`src/rtl/aes_key_expander.sv`:
```
// Iterative AES-128/192/256 key schedule: one 32-bit word per clock into a
// round-key file that is read back by index with one cycle of latency.
module aes_key_expander #(
    parameter int MAX_KEY_BITS = 256
) (
    input  logic         clk,
    input  logic         rst_n,
    input  logic         start,
    input  logic [1:0]   key_len,
    input  logic [255:0] key_in,
    output logic         busy,
    output logic         done,
    output logic         key_ready,
    output logic         err,
    output logic [3:0]   nr,
    input  logic [3:0]   rk_idx,
    output logic [127:0] rk_out
);

    localparam int        MAX_NR     = MAX_KEY_BITS / 32 + 6;
    localparam int        FILE_WORDS = 4 * (MAX_NR + 1);
    localparam logic [9:0] MAX_BITS  = 10'(MAX_KEY_BITS);

    localparam logic [2047:0] SBOX_TBL = {
        128'h637c777bf26b6fc53001672bfed7ab76,
        128'hca82c97dfa5947f0add4a2af9ca472c0,
        128'hb7fd9326363ff7cc34a5e5f171d83115,
        128'h04c723c31896059a071280e2eb27b275,
        128'h09832c1a1b6e5aa0523bd6b329e32f84,
        128'h53d100ed20fcb15b6acbbe394a4c58cf,
        128'hd0efaafb434d338545f9027f503c9fa8,
        128'h51a3408f929d38f5bcb6da2110fff3d2,
        128'hcd0c13ec5f974417c4a77e3d645d1973,
        128'h60814fdc222a908846eeb814de5e0bdb,
        128'he0323a0a4906245cc2d3ac629195e479,
        128'he7c8376d8dd54ea96c56f4ea657aae08,
        128'hba78252e1ca6b4c6e8dd741f4bbd8b8a,
        128'h703eb5664803f60e613557b986c11d9e,
        128'he1f8981169d98e949b1e87e9ce5528df,
        128'h8ca1890dbfe6426841992d0fb054bb16
    };

    typedef enum logic {
        S_IDLE,
        S_EXPAND
    } state_t;

    // Entry b sits at the top bit 8*(255-b)+7, which is {~b, 3'b111}.
    function automatic logic [7:0] sbox(input logic [7:0] b);
        return SBOX_TBL[{~b, 3'b111} -: 8];
    endfunction

    function automatic logic [31:0] sub_word(input logic [31:0] w);
        return {sbox(w[31:24]), sbox(w[23:16]), sbox(w[15:8]), sbox(w[7:0])};
    endfunction

    function automatic logic [7:0] xtime(input logic [7:0] b);
        return {b[6:0], 1'b0} ^ (b[7] ? 8'h1b : 8'h00);
    endfunction

    state_t        r_state, w_next_state;
    logic [2:0]    r_nk_m1;
    logic [3:0]    r_nr;
    logic [5:0]    r_i;
    logic [2:0]    r_j;
    logic [7:0]    r_rcon;
    logic          r_done, r_err, r_key_ready;
    logic [127:0]  r_rk_out;
    logic [31:0]   r_win  [8];
    logic [31:0]   r_file [FILE_WORDS];

    logic          w_accept, w_reject, w_step, w_finish, w_legal;
    logic [9:0]    w_keybits;
    logic [2:0]    w_nkm1_new;
    logic [3:0]    w_nr_new;
    logic [5:0]    w_total;
    logic [31:0]   w_key_word [8];
    logic [31:0]   w_win_load [8];
    logic [31:0]   w_prev, w_old, w_sub_in, w_sub, w_temp, w_new;
    logic          w_first, w_nk8_mid;
    logic [5:0]    w_rk_base;
    logic [127:0]  w_rk_word;

    assign w_keybits = 10'd128 + {2'b00, key_len, 6'd0};
    assign w_legal   = (key_len != 2'd3) && (w_keybits <= MAX_BITS);
    assign w_nr_new  = {1'b0, w_nkm1_new} + 4'd7;
    assign w_total   = {r_nr, 2'b00} + 6'd4;

    always_comb begin
        case (key_len)
            2'd0:    w_nkm1_new = 3'd3;
            2'd1:    w_nkm1_new = 3'd5;
            default: w_nkm1_new = 3'd7;
        endcase
    end

    always_comb begin
        w_next_state = r_state;
        w_accept     = 1'b0;
        w_reject     = 1'b0;
        w_step       = 1'b0;
        w_finish     = 1'b0;
        case (r_state)
            S_IDLE: begin
                if (start) begin
                    if (w_legal) begin
                        w_accept     = 1'b1;
                        w_next_state = S_EXPAND;
                    end else begin
                        w_reject = 1'b1;
                    end
                end
            end
            S_EXPAND: begin
                // One spare cycle after the last write raises done from IDLE-bound state.
                if (r_i == w_total) begin
                    w_finish     = 1'b1;
                    w_next_state = S_IDLE;
                end else begin
                    w_step = 1'b1;
                end
            end
            default: w_next_state = S_IDLE;
        endcase
    end

    // Window holds the newest word at index 0, so w[i-Nk] is at index Nk-1.
    always_comb begin
        for (int k = 0; k < 8; k++) begin
            w_key_word[k] = key_in[255 - 32*k -: 32];
        end
        for (int k = 0; k < 8; k++) begin
            w_win_load[k] = (3'(k) <= w_nkm1_new) ? w_key_word[w_nkm1_new - 3'(k)] : 32'h0;
        end
    end

    assign w_prev    = r_win[0];
    assign w_old     = r_win[r_nk_m1];
    assign w_first   = (r_j == 3'd0);
    assign w_nk8_mid = (r_nk_m1 == 3'd7) && (r_j == 3'd4);
    assign w_sub_in  = w_first ? {w_prev[23:0], w_prev[31:24]} : w_prev;
    assign w_sub     = sub_word(w_sub_in);
    assign w_temp    = w_first   ? (w_sub ^ {r_rcon, 24'h0}) :
                       w_nk8_mid ? w_sub : w_prev;
    assign w_new     = w_old ^ w_temp;

    assign w_rk_base = {rk_idx, 2'b00};
    assign w_rk_word = {r_file[w_rk_base],         r_file[w_rk_base + 6'd1],
                        r_file[w_rk_base + 6'd2],  r_file[w_rk_base + 6'd3]};

    always_ff @(posedge clk or negedge rst_n) begin
        if (!rst_n) begin
            r_state     <= S_IDLE;
            r_done      <= 1'b0;
            r_err       <= 1'b0;
            r_key_ready <= 1'b0;
            r_nk_m1     <= 3'd0;
            r_nr        <= 4'd0;
            r_i         <= 6'd0;
            r_j         <= 3'd0;
            r_rcon      <= 8'h00;
            r_rk_out    <= 128'h0;
        end else begin
            r_state <= w_next_state;
            r_done  <= w_finish;
            r_err   <= w_reject;
            if (w_accept) begin
                r_key_ready <= 1'b0;
                r_nk_m1     <= w_nkm1_new;
                r_nr        <= w_nr_new;
                r_i         <= {3'b000, w_nkm1_new} + 6'd1;
                r_j         <= 3'd0;
                r_rcon      <= 8'h01;
            end else if (w_step) begin
                r_i <= r_i + 6'd1;
                r_j <= (r_j == r_nk_m1) ? 3'd0 : r_j + 3'd1;
                if (w_first) begin
                    r_rcon <= xtime(r_rcon);
                end
            end else if (w_finish) begin
                r_key_ready <= 1'b1;
            end
            r_rk_out <= (r_key_ready && (rk_idx <= r_nr)) ? w_rk_word : 128'h0;
        end
    end

    always_ff @(posedge clk) begin
        if (w_accept) begin
            for (int k = 0; k < 8; k++) begin
                r_win[k] <= w_win_load[k];
                if (3'(k) <= w_nkm1_new) begin
                    r_file[k] <= w_key_word[k];
                end
            end
        end else if (w_step) begin
            r_win[0] <= w_new;
            for (int k = 1; k < 8; k++) begin
                r_win[k] <= r_win[k-1];
            end
            r_file[r_i] <= w_new;
        end
    end

    assign busy      = (r_state == S_EXPAND);
    assign done      = r_done;
    assign err       = r_err;
    assign key_ready = r_key_ready;
    assign nr        = r_nr;
    assign rk_out    = r_rk_out;

endmodule
```
`config.mk`:
```
export PLATFORM = sky130hd
export DESIGN_NAME = aes_key_expander
export DESIGN_NICKNAME = d
export VERILOG_FILES = /design/src/rtl/aes_key_expander.sv
export SDC_FILE = /design/constraint.sdc
export NUM_CORES = 2
export LEC_CHECK = 0
export CAP_MARGIN = 20
export CORE_UTILIZATION = 56
export CTS_BUF_LIST = sky130_fd_sc_hd__clkbuf_2
export DETAILED_ROUTE_END_ITERATION = 8
export PLACE_DENSITY = 0.74
export SLEW_MARGIN = 0
export SYNTH_ARGS = -nofsm -noshare
export SYNTH_HDL_FRONTEND = slang
export SYNTH_SLANG_ARGS = --single-unit
```
`constraint.sdc`:
```
create_clock -name clk -period 9.4 [get_ports clk]
set_input_delay 1.88 -clock clk [delete_from_list [all_inputs] [get_ports clk]]
set_output_delay 1.88 -clock clk [all_outputs]
set_load 0.005 [all_outputs]
```
==> run metrics <==
post-layout net count=8574; crit end category=flip-flop; maximum level of the CTS H-tree=6; Async S/R FF share, synth=0.06189; clock tree from TritonCTS=yes; register cell area after layout=73000 um2; dominant combinational cell family by area after synthesis=multiplexers; layout cell share with drive strength beyond 1=0.2713; failing checks=design-rule violations; number of enable-type register cells in the synthesized netlist=2304; die outline area=213500 um2; Worst Hold Launch=key_len[0]; global-route wire length before repair=639800 um; Post-Synthesis Mean Instance Area=15.35 um2; Worst Reg-to-Reg Cells=17; post-route standard cell area excluding fillers=131600 um2; clock-pin transition on the worst setup and hold timing paths=120 ps; post-synthesis simple-gate area fraction=0.05810; Synth Register Bits=2456; most common cell after layout, fill and taps aside=edfxtp_1; number of cells produced by synthesis=7722; final number of hold-violating endpoints=0; cells taking the most area after synthesis=edfxtp_1 58%, mux4_2 16%, dfrtp_1 3.2%; required time at the worst-slack endpoint=11010 ps; worst hold path cell count=2; fraction of the cycle the final worst path needs=0.7548; max-slew violation total from the final report=0; Synth Area in Compound Gates=0.09899; post-route antenna net violation count=0; placed wire-length estimate=300300 um; clock latency reported for the late side of the worst-skew pair=1930 ps; I/O pin count=401; post-detailed-route DRC marker count=1; height of the die=462.1 um; Final Wtd Congestion=1.042; unrepaired setup endpoints after global routing=no; average via count per standard cell=7.420; pin slew with the least headroom to its limit=1364 ps; remaining max-slew budget at the tightest pin=0.09064; endpoint with the worst hold slack=r_nk_m1[1]; total of cells resized after clock tree synthesis=0; worst r2r dst=r_file[9][31]; horizontal die dimension=462.1 um; multi-input logic area=43110 um2; crit path launch=r_j[0]; final worst path period need=7095 ps; number of rows in the core area=168; unique cell type count in the Yosys netlist=111; sequential area share after synthesis=0.6157; Port Buf Inserts=399; CP max FO=36; Highest Clock Rate=140.9 MHz; maximum count of clock buffers along a single path=4; worst setup skew after layout=145.0 ps; fraction of the core area covered by cells at the end of the flow=0.6266; effective utilization at floorplan=0.5645; cell type with the highest aggregate area in the netlist=edfxtp_1; critical path launch point type=flip-flop; Arrival @ worst endpoint=8700 ps; Num CTS Buffers=574; Synth Flop Type=edfxtp_1; status=complete, but fails checks; worst flop-to-flop path startpoint=r_j[0]; Synth Cell Area=118500 um2; Layout Area Growth over Synthesis=10.99%; number of maximum-capacitance violations=0; CTS Hold Bufs=1; worst reg-to-reg setup slack=2300 ps; adder-cell share of the synthesized area=0.004433; initial antenna violation count=118; Power Density=433.2 nW/um2; placed instance area=126100 um2; Setup TNS=0 ps; Core Footprint=210000 um2; leading cell types in the layout, fill and taps excluded=2304 x edfxtp_1, 823 x clkbuf_2, 816 x mux4_2; post-CTS setup buffers=0; final WL=468000 um; buffer type at the clock tree root=clkbuf_2; average wire per standard cell=40.44 um; net count after synthesis=8029; number of filler cells placed in the layout=15240; proportion of synthesized area in mux cells=0.1878; count of synthesis-stage warnings from yosys=0; drt first pass iters=9; GRT Resource Usage Total=0.4364; P_leak=44.11 nW; area share of the leading cell type in the synthesized netlist=0.5836; vias in the first global route=81100; via count=85860; clock sink count=2456; maximum ir drop on the vdd rail=0.0005274 V; initial detailed-routing violation count=16140; pin count of the biggest net entering global routing=183; Congestion Overflow GR=0; setup violation total in the final timing report=0; XOR/XNOR Fraction of Synth Area=0.006259; worst hold-check path type=in -> reg; path type of the worst setup path=reg -> reg
synthesized netlist by cell type (all sizes together) (21+ instances only):
library cell,number
a22o,69
clkbuf,380
nor3,80
o211ai,110
inv,64
a221oi,115
xor2,25
edfxtp,2304
and2,33
a21oi,239
nor2,422
nor2b,111
ha,42
o311ai,50
a211oi,171
nand2b,23
a221o,23
o31ai,43
nand2,616
xnor2,40
a311oi,47
mux4,816
buf,328
o221ai,35
mux2i,196
or3,24
nand3,92
o21a,21
o22ai,24
mux2,164
a211o,25
a31oi,73
dfrtp,152
o21ai,452
how the worst max path moves through the flow:
stage,endpoint,slack (ps),cells after the start
detailed placement,r_file[6][9],2480,19
floorplan,r_win[0][0],750,5
CTS,r_file[6][9],2430,19
global placement,r_file[0][9],2540,19
finish,r_file[9][31],2300,17
global route,r_file[9][31],2150,17
logic make-up after synthesis:
| logic type | count (synthesis) |
|---|---|
| flip-flops | 2456 |
| XOR/XNOR | 65 |
| multiplexers | 1176 |
| AND/OR/NAND/NOR | 1521 |
| other | 1 |
| buffers and inverters | 775 |
| AO/OA/AOI/OAI | 1686 |
| adder cells (fa/ha/maj) | 42 |
through the flow:
step | setup WS [ps] | power (W) | std cells | hold slack (ps)
2_1_floorplan | 748.6 | 0.03639 | 7722 | 482.2
6_report | 2305 | 0.05700 | 11570 | 509.0
4_1_cts | 2431 | 0.05530 | 11470 | 290.0
3_5_place_dp | 2482 | 0.04853 | 10490 | 541.5
3_3_place_gp | 2540 | 0.04808 | 10490 | 510.8
5_1_grt | 2155 | 0.05811 | 11540 | 372.7
power by group:
part | leakage [nW] | internal (W) | switching (W)
clock network | 3.93 | 0.00272 | 0.00423
logic | 17.0 | 0.00742 | 0.0222
registers | 23.2 | 0.0196 | 0.000877
total | 44.1 | 0.0297 | 0.0273
state kept, by name, summed over array words and instances, names as in the netlist:
name	flops
r_j	3
r_nk_m1	2
busy	1
r_file	2048
r_i	6
rk_out	128
err	1
nr	1
key_ready	1
r_win	256
r_rcon	8
done	1
per-layer routing:
metal,wire length [um],vias up,share of wire,track usage
met5,478,-,0.0010,0.002941
met4,40450,54,0.086,0.3288
met3,68640,1598,0.15,0.1451
met2,204500,8532,0.44,0.6203
met1,153900,42770,0.33,0.5576
li1,-,32910,-,-
critical path: stages, from the launching register on:
cell and delay, ps:
dfrtp_1 450, inv_1 100, ha_1 140, buf_4 300
and2b_4 650, mux2_2 550, ha_1 520, buf_4 300
inv_1 260, o21ai_0 550, o221ai_1 180, o2111ai_1 250
nand3_1 170, a21oi_1 190, nand3b_1 560, nand2_1 440
xor2_4 760, buf_4 440
layout make-up:
| class | instances | share of cell area |
|---|---|---|
| antenna | 98 | 0.001864 |
| timing repair buffer | 677 | 0.04818 |
| tap | 2805 | 0.02667 |
| multi-input combinational | 4491 | 0.3276 |
| clock inverter | 155 | 0.007560 |
| clock buffer | 823 | 0.03131 |
| inverter | 67 | 0.001959 |
| sequential | 2456 | 0.5548 |
No activity file was read; power rests on OpenSTA's default activity.
